<file path="src/rtl/pl_ex_wb_pkg.sv">
// pl_ex_wb_pkg
//   Shared definitions for the execute/write-back stage of the 8-bit RNS
//   processor: opcode encodings, opcode-class helpers and the per-lane
//   add/sub primitive.
package pl_ex_wb_pkg;

    localparam logic [3:0] OP_NOP = 4'h0;
    localparam logic [3:0] OP_ADD = 4'h1;
    localparam logic [3:0] OP_SUB = 4'h2;
    localparam logic [3:0] OP_AND = 4'h3;
    localparam logic [3:0] OP_OR  = 4'h4;
    localparam logic [3:0] OP_XOR = 4'h5;
    localparam logic [3:0] OP_MOV = 4'h6;
    localparam logic [3:0] OP_LDI = 4'h7;
    localparam logic [3:0] OP_LD  = 4'h8;
    localparam logic [3:0] OP_ST  = 4'h9;
    localparam logic [3:0] OP_BZ  = 4'hA;
    localparam logic [3:0] OP_BNZ = 4'hB;
    localparam logic [3:0] OP_BC  = 4'hC;
    localparam logic [3:0] OP_JMP = 4'hD;

    // ADD..LD write the register file.
    function automatic logic writes_reg(input logic [3:0] op);
        return (op >= OP_ADD) && (op <= OP_LD);
    endfunction

    // ADD..LDI update the Z/C flags.
    function automatic logic sets_flags(input logic [3:0] op);
        return (op >= OP_ADD) && (op <= OP_LDI);
    endfunction

    // One 8-bit lane; bit 8 is the carry-out (add) or borrow (sub).
    function automatic logic [8:0] lane_addsub(input logic [7:0] a,
                                               input logic [7:0] b,
                                               input logic       sub);
        logic [8:0] r;
        if (sub) r = {1'b0, a} - {1'b0, b};
        else     r = {1'b0, a} + {1'b0, b};
        return r;
    endfunction

endpackage

</file>
<file path="src/rtl/pl_ex_wb_rns_lane_alu.sv">
// rns_lane_alu
//   One 8-bit RNS lane of the execute ALU.
//   op_i     : opcode
//   a_i, b_i : lane operands
//   imm_i    : immediate (LDI result)
//   result_o : lane result, mod 256
//   carry_o  : carry-out (ADD) or borrow (SUB), else 0
module rns_lane_alu
    import pl_ex_wb_pkg::*;
(
    input  logic [3:0] op_i,
    input  logic [7:0] a_i,
    input  logic [7:0] b_i,
    input  logic [7:0] imm_i,
    output logic [7:0] result_o,
    output logic       carry_o
);

    logic [8:0] sum;

    always_comb begin
        sum      = lane_addsub(a_i, b_i, op_i == OP_SUB);
        result_o = '0;
        carry_o  = 1'b0;
        case (op_i)
            OP_ADD, OP_SUB: begin
                result_o = sum[7:0];
                carry_o  = sum[8];
            end
            OP_AND:  result_o = a_i & b_i;
            OP_OR:   result_o = a_i | b_i;
            OP_XOR:  result_o = a_i ^ b_i;
            OP_MOV:  result_o = a_i;
            OP_LDI:  result_o = imm_i;
            default: result_o = '0;
        endcase
    end

endmodule

</file>
<file path="src/rtl/pl_ex_wb.sv">
// pl_ex_wb
//   Execute / write-back stage. EX register captures the decoded instruction,
//   WB register captures the EX result one edge later.
//   clk, reset (async, active-high)
//   id_*                 : decoded, forwarded instruction from IF/ID
//   dmem_*               : data-memory bus (read data one cycle after addr)
//   branch_taken_EX, nxt_prog_ctr_EX : PC redirect
//   destination_reg_addr, reg_wr_en_reg, load_true_EX : EX info for forwarding
//   wr_addr, wr_data, wr_en : register-file write-back
module pl_ex_wb
    import pl_ex_wb_pkg::*;
#(
    parameter int unsigned PROG_CTR_WID = 10,
    parameter int unsigned NUM_DOMAINS  = 1
) (
    input  logic                      clk,
    input  logic                      reset,
    input  logic                      id_valid,
    input  logic [3:0]                id_opcode,
    input  logic [2:0]                id_dest,
    input  logic [NUM_DOMAINS*8-1:0]  id_op1_data,
    input  logic [NUM_DOMAINS*8-1:0]  id_op2_data,
    input  logic [7:0]                id_imm,
    input  logic [PROG_CTR_WID-1:0]   id_br_target,
    input  logic [NUM_DOMAINS*8-1:0]  dmem_rd_data,
    output logic [7:0]                dmem_addr,
    output logic                      dmem_wr_en,
    output logic [NUM_DOMAINS*8-1:0]  dmem_wr_data,
    output logic                      branch_taken_EX,
    output logic [PROG_CTR_WID-1:0]   nxt_prog_ctr_EX,
    output logic [2:0]                destination_reg_addr,
    output logic                      reg_wr_en_reg,
    output logic                      load_true_EX,
    output logic [2:0]                wr_addr,
    output logic [NUM_DOMAINS*8-1:0]  wr_data,
    output logic                      wr_en
);

    localparam int unsigned DW = NUM_DOMAINS * 8;

    logic                    ex_valid_q, ex_valid_d;
    logic [3:0]              ex_op_q,    ex_op_d;
    logic [2:0]              ex_dest_q,  ex_dest_d;
    logic [DW-1:0]           ex_op1_q,   ex_op1_d;
    logic [DW-1:0]           ex_op2_q,   ex_op2_d;
    logic [7:0]              ex_imm_q,   ex_imm_d;
    logic [PROG_CTR_WID-1:0] ex_tgt_q,   ex_tgt_d;

    logic                    wb_valid_q, wb_valid_d;
    logic [3:0]              wb_op_q,    wb_op_d;
    logic [2:0]              wb_dest_q,  wb_dest_d;
    logic [DW-1:0]           wb_res_q,   wb_res_d;

    logic                    z_q, z_d, c_q, c_d;

    logic [DW-1:0]           alu_res;
    logic [NUM_DOMAINS-1:0]  lane_c;
    logic                    br_cond;

    for (genvar g = 0; g < NUM_DOMAINS; g++) begin : g_lane
        rns_lane_alu u_lane (
            .op_i     (ex_op_q),
            .a_i      (ex_op1_q[g*8 +: 8]),
            .b_i      (ex_op2_q[g*8 +: 8]),
            .imm_i    (ex_imm_q),
            .result_o (alu_res[g*8 +: 8]),
            .carry_o  (lane_c[g])
        );
    end

    // Flags are read by the branch in EX before they update, so a branch
    // right behind a flag-setting op sees the new value at the same edge.
    always_comb begin
        case (ex_op_q)
            OP_JMP:  br_cond = 1'b1;
            OP_BZ:   br_cond = z_q;
            OP_BNZ:  br_cond = ~z_q;
            OP_BC:   br_cond = c_q;
            default: br_cond = 1'b0;
        endcase
        branch_taken_EX = ex_valid_q & br_cond;
        nxt_prog_ctr_EX = ex_tgt_q;
    end

    // The instruction presented while a taken branch sits in EX is the
    // wrong-path slot; it is captured as a bubble. Bubbles load all-zero
    // fields so every derived output is 0 while nothing valid is in flight.
    always_comb begin
        ex_valid_d = id_valid & ~branch_taken_EX;
        ex_op_d    = '0;
        ex_dest_d  = '0;
        ex_op1_d   = '0;
        ex_op2_d   = '0;
        ex_imm_d   = '0;
        ex_tgt_d   = '0;
        if (ex_valid_d) begin
            ex_op_d   = id_opcode;
            ex_dest_d = id_dest;
            ex_op1_d  = id_op1_data;
            ex_op2_d  = id_op2_data;
            ex_imm_d  = id_imm;
            ex_tgt_d  = id_br_target;
        end

        wb_valid_d = ex_valid_q;
        wb_op_d    = ex_op_q;
        wb_dest_d  = ex_dest_q;
        wb_res_d   = alu_res;

        z_d = z_q;
        c_d = c_q;
        if (ex_valid_q && sets_flags(ex_op_q)) begin
            z_d = (alu_res == '0);
            c_d = |lane_c;
        end
    end

    always_ff @(posedge clk or posedge reset) begin
        if (reset) begin
            ex_valid_q <= 1'b0;
            ex_op_q    <= '0;
            ex_dest_q  <= '0;
            ex_op1_q   <= '0;
            ex_op2_q   <= '0;
            ex_imm_q   <= '0;
            ex_tgt_q   <= '0;
            wb_valid_q <= 1'b0;
            wb_op_q    <= '0;
            wb_dest_q  <= '0;
            wb_res_q   <= '0;
            z_q        <= 1'b0;
            c_q        <= 1'b0;
        end else begin
            ex_valid_q <= ex_valid_d;
            ex_op_q    <= ex_op_d;
            ex_dest_q  <= ex_dest_d;
            ex_op1_q   <= ex_op1_d;
            ex_op2_q   <= ex_op2_d;
            ex_imm_q   <= ex_imm_d;
            ex_tgt_q   <= ex_tgt_d;
            wb_valid_q <= wb_valid_d;
            wb_op_q    <= wb_op_d;
            wb_dest_q  <= wb_dest_d;
            wb_res_q   <= wb_res_d;
            z_q        <= z_d;
            c_q        <= c_d;
        end
    end

    always_comb begin
        dmem_addr            = ex_op1_q[7:0] + ex_imm_q;
        dmem_wr_en           = ex_valid_q & (ex_op_q == OP_ST);
        dmem_wr_data         = ex_op2_q;
        destination_reg_addr = ex_dest_q;
        reg_wr_en_reg        = ex_valid_q & writes_reg(ex_op_q);
        load_true_EX         = ex_valid_q & (ex_op_q == OP_LD);
        wr_en                = wb_valid_q & writes_reg(wb_op_q);
        wr_addr              = wb_dest_q;
        wr_data              = (wb_op_q == OP_LD) ? dmem_rd_data : wb_res_q;
    end

endmodule

</file>
<file path="config.mk">
export PLATFORM = sky130hd
export DESIGN_NAME = pl_ex_wb
export DESIGN_NICKNAME = d
export VERILOG_FILES = /design/src/rtl/pl_ex_wb_pkg.sv /design/src/rtl/pl_ex_wb_rns_lane_alu.sv /design/src/rtl/pl_ex_wb.sv
export SDC_FILE = /design/constraint.sdc
export NUM_CORES = 1
export LEC_CHECK = 0
export BUFFER_PORTS_ARGS = -buffer_cell sky130_fd_sc_hd__buf_2
export CAP_MARGIN = 20
export CORE_UTILIZATION = 35
export CTS_CLUSTER_DIAMETER = 60
export DETAILED_ROUTE_END_ITERATION = 8
export PLACE_DENSITY = 0.57
export SLEW_MARGIN = 20
export SYNTH_ARGS = -nofsm -noshare
export SYNTH_HDL_FRONTEND = slang
export SYNTH_HIERARCHICAL = 1
export SYNTH_SLANG_ARGS = --single-unit
</file>
<file path="constraint.sdc">
create_clock -name clk -period 4.3 [get_ports clk]
set_input_delay 0.86 -clock clk [delete_from_list [all_inputs] [get_ports clk]]
set_output_delay 0.86 -clock clk [all_outputs]
set_load 0.02 [all_outputs]
</file>
==> results.md <==
* WS Path Type: flip-flop to flip-flop
* Setup_tns at 0 ns
* CTS resizes at 0
* DR vias at about 2800
* Clock Skew at between 0.01 and 0.015 ns
* Slew Viols, Final at 0
* Hold Buf Count CTS at 0
* Layout cell share with drive strength beyond 1 at 0.381
* R2R setup slack at 1.04 ns
* Unrepaired setup endpoints after global routing: false
* Setup violations, final at 0
* IO Count at 97
* Hold Crit Class: flip-flop to flip-flop
* WP data arrival at about 3.5 ns
* Tcrit/Tclk final at 0.758
* VDD IR-drop max at 0.000186 V
* Die Wd at approximately 100 um
* Initial antenna violation count at 0
* Clock latency at the later pin of the worst-skew pair at 0.35 ns
* Core Region at 10200 um2
* Leakage at about 2.2 nW
* Commonest non-fill, non-tap cell in the layout: buf_2
* Max Buffers Root-to-Sink at 2
* MaxCap Viol Count at 0
* Synthesized cell area at 3680 um2
* Critical-path top delay cell: nor4b_4
* Total GRT Usage at 0.166
* Die area at 10900 um2
* Critical path data required time at 4.56 ns
* Worst R2R End: z_q
* DRT iter0 DRCs at 128
* Hold Crit Depth at 0
* CTS Sinks at 60
* Register area share after synthesis at 0.408
* Gr ovfl total at 0
* CTS buffer count at 9
* Syn_nets at 424
* R2r startpoint: ex_op_q[2]
* Hold EP: wr_addr[2]
* Worst Hold Margin at between 0.3 and 0.4 ns
* Routed vias/inst at 4.89
* IO buf count at between 90 and 100
* Synthesis Warnings at 6
* Critical path cell sequence: buf_4, nor4b_4, a31oi_1, xnor2_1, ha_1, a21oi_1, and2b_1, or4_1, a31o_1, nor4_1, nand3_1, o21ai_0
* P&R area growth vs syn at 21.9%
* GR Layer Usage met2 at 0.269
* Post-DP HPWL at roughly 6600 um
* Synth Flop Type: dfrtp_1
* Critical Path Start Type: flip-flop
* Worst-path clk slew at 0.08 ns
* Max incr delay on CP at 0.51 ns
* Vias in the first global route at 2916
* Antenna viol nets, final at 0
* Min Tclk post-route at between 3 and 4 ns
* Share of the synthesized area in the top cell type at 0.408
* Hold Violations, Final at 0
* Root buffer cell: clkbuf_8
* Nets@finish at roughly 520
* Pwr Density at about 350 nW/um2
* Final core utilization at 0.438
* R2R cell count at 12
* Post-synthesis async set-or-reset flop share at 1.00
* # diodes at 0
* H-tree depth at 3
* CTS tree: done
* Drt first pass iters at 4
* Most frequent cells in the layout: 96 x buf_2, 60 x dfrtp_1, 32 x ha_1, 28 x and2_4, 25 x inv_1
* GR peak layer: met2
* Critical path endpoint category: flip-flop
* Max transition margin at 0.664
* Cell taking the most area after synthesis: dfrtp_1
* HP Start: destination_reg_addr[2]
* Met3 usage at 0.0388
* Wire per inst at 14.9 um
* Residual DRC count at 0
* Die Height at 104 um
* First-pass GRT wire length at about 14000 um
* Pin count of the biggest net entering global routing at 43
* Post-synthesis register bit count at 60
* Synthesized area per cell at 10.9 um2
* Setup Fix Bufs, Post-CTS at 0
* Status: completed
* Cells after Synth at 338
* Starting density of the core at 0.359
* Ranking of synthesized cells by area: dfrtp_1 41%, ha_1 11%, and2_4 6.7%, mux2_2 4.0%, xnor2_1 3.1%
* Final Wtd Congestion at 0.823
* Worst-Margin Slew at 0.501 ns
* Number of synthesized flops with an enable pin at 0
* Fmax at 0.307 GHz
* Post-synth cell types at between 50 and 60
* Detailed Route WL at 8650 um
* CP max FO at 20
* Routing usage on met1 at 0.213
* Number of cell rows at 37
==> how the worst max path moves through the flow <==
stage | cells past startpoint | slack (ns) | startpoint | endpoint
finish | 12 | 1.04 | ex_op_q[2] | z_q
global placement | 11 | 1.12 | ex_op_q[2] | z_q
global route | 12 | 0.71 | ex_op_q[2] | z_q
CTS | 12 | 1.01 | ex_op_q[2] | z_q
floorplan | 11 | 1.36 | ex_op_q[1] | z_q
detailed placement | 12 | 1.04 | ex_op_q[2] | z_q
==> metrics by stage <==
stage | instance area [um2] | instances | power (mW) | worst slack, ns
floorplan | 3680 | 338 | 0.926 | 1.36
global placement | 4280 | 563 | 1.03 | 1.12
detailed placement | 4280 | 563 | 1.04 | 1.04
CTS | 4480 | 579 | 1.57 | 1.01
global route | 4480 | 579 | 1.64 | 0.714
finish | 4480 | 579 | 1.55 | 1.04
==> worst max-delay path, delay by kind of cell (launching register included) <==
kind	cells	cell delay [ns]
fa+ha+maj	1	0.34
xor+xnor	1	0.15
buf+inv	1	0.21
compound gates	4	0.70
flops	1	0.37
simple gates	5	1.42
==> logic make-up after synthesis <==
kind of cell,after synthesis,share of synthesized area
xor+xnor,15,0.0357
fa+ha+maj,34,0.120
buf+inv,40,0.0514
simple gates,109,0.199
compound gates,60,0.116
flops,60,0.408
mux,20,0.0691
==> report_power, final <==
group | internal, mW | switching, mW | leakage, nW
sequential | 0.604 | 0.0285 | 0.776
clock | 0.271 | 0.251 | 0.104
combinational | 0.178 | 0.218 | 1.34
total | 1.05 | 0.497 | 2.22
==> layer usage <==
metal,part of all wire,vias up
li1,-,1387
met2,0.48,89
met5,0,-
met3,0.046,17
met1,0.46,1341
met4,0.023,0
==> final cells by class <==
cell class | count | area, um2
Fill cell | 994 | 5750
Timing Repair Buffer | 101 | 518
Tap cell | 136 | 170
Sequential cell | 60 | 1500
Inverter | 28 | 105
Multi-Input combinational cell | 238 | 1990
Clock buffer | 9 | 124
Clock inverter | 7 | 75.1
==> state kept, by name, summed over array words and instances, names as in the netlist <==
signal                count
nxt_prog_ctr_EX          10
dmem_wr_data              8
ex_imm_q                  8
ex_op1_q                  8
wb_res_q                  8
ex_op_q                   4
wb_op_q                   4
destination_reg_addr      3
wr_addr                   3
c_q                       1
ex_valid_q                1
wb_valid_q                1
z_q                       1
==> Yosys cell counts (all sizes together) (3+ instances only) <==
library cell	n
a211oi	4
a21oi	16
a31oi	3
a41oi	4
and2	43
buf	9
clkbuf	3
dfrtp	60
ha	32
inv	27
mux2	13
mux2i	4
mux4	3
nand2	10
nand2b	4
nand3	6
nor2	12
nor2b	7
nor3	7
nor3b	4
nor4	4
o21a	6
o21ai	7
o221ai	3
or3	4
xnor2	13
(Power assumes the default switching activity.)
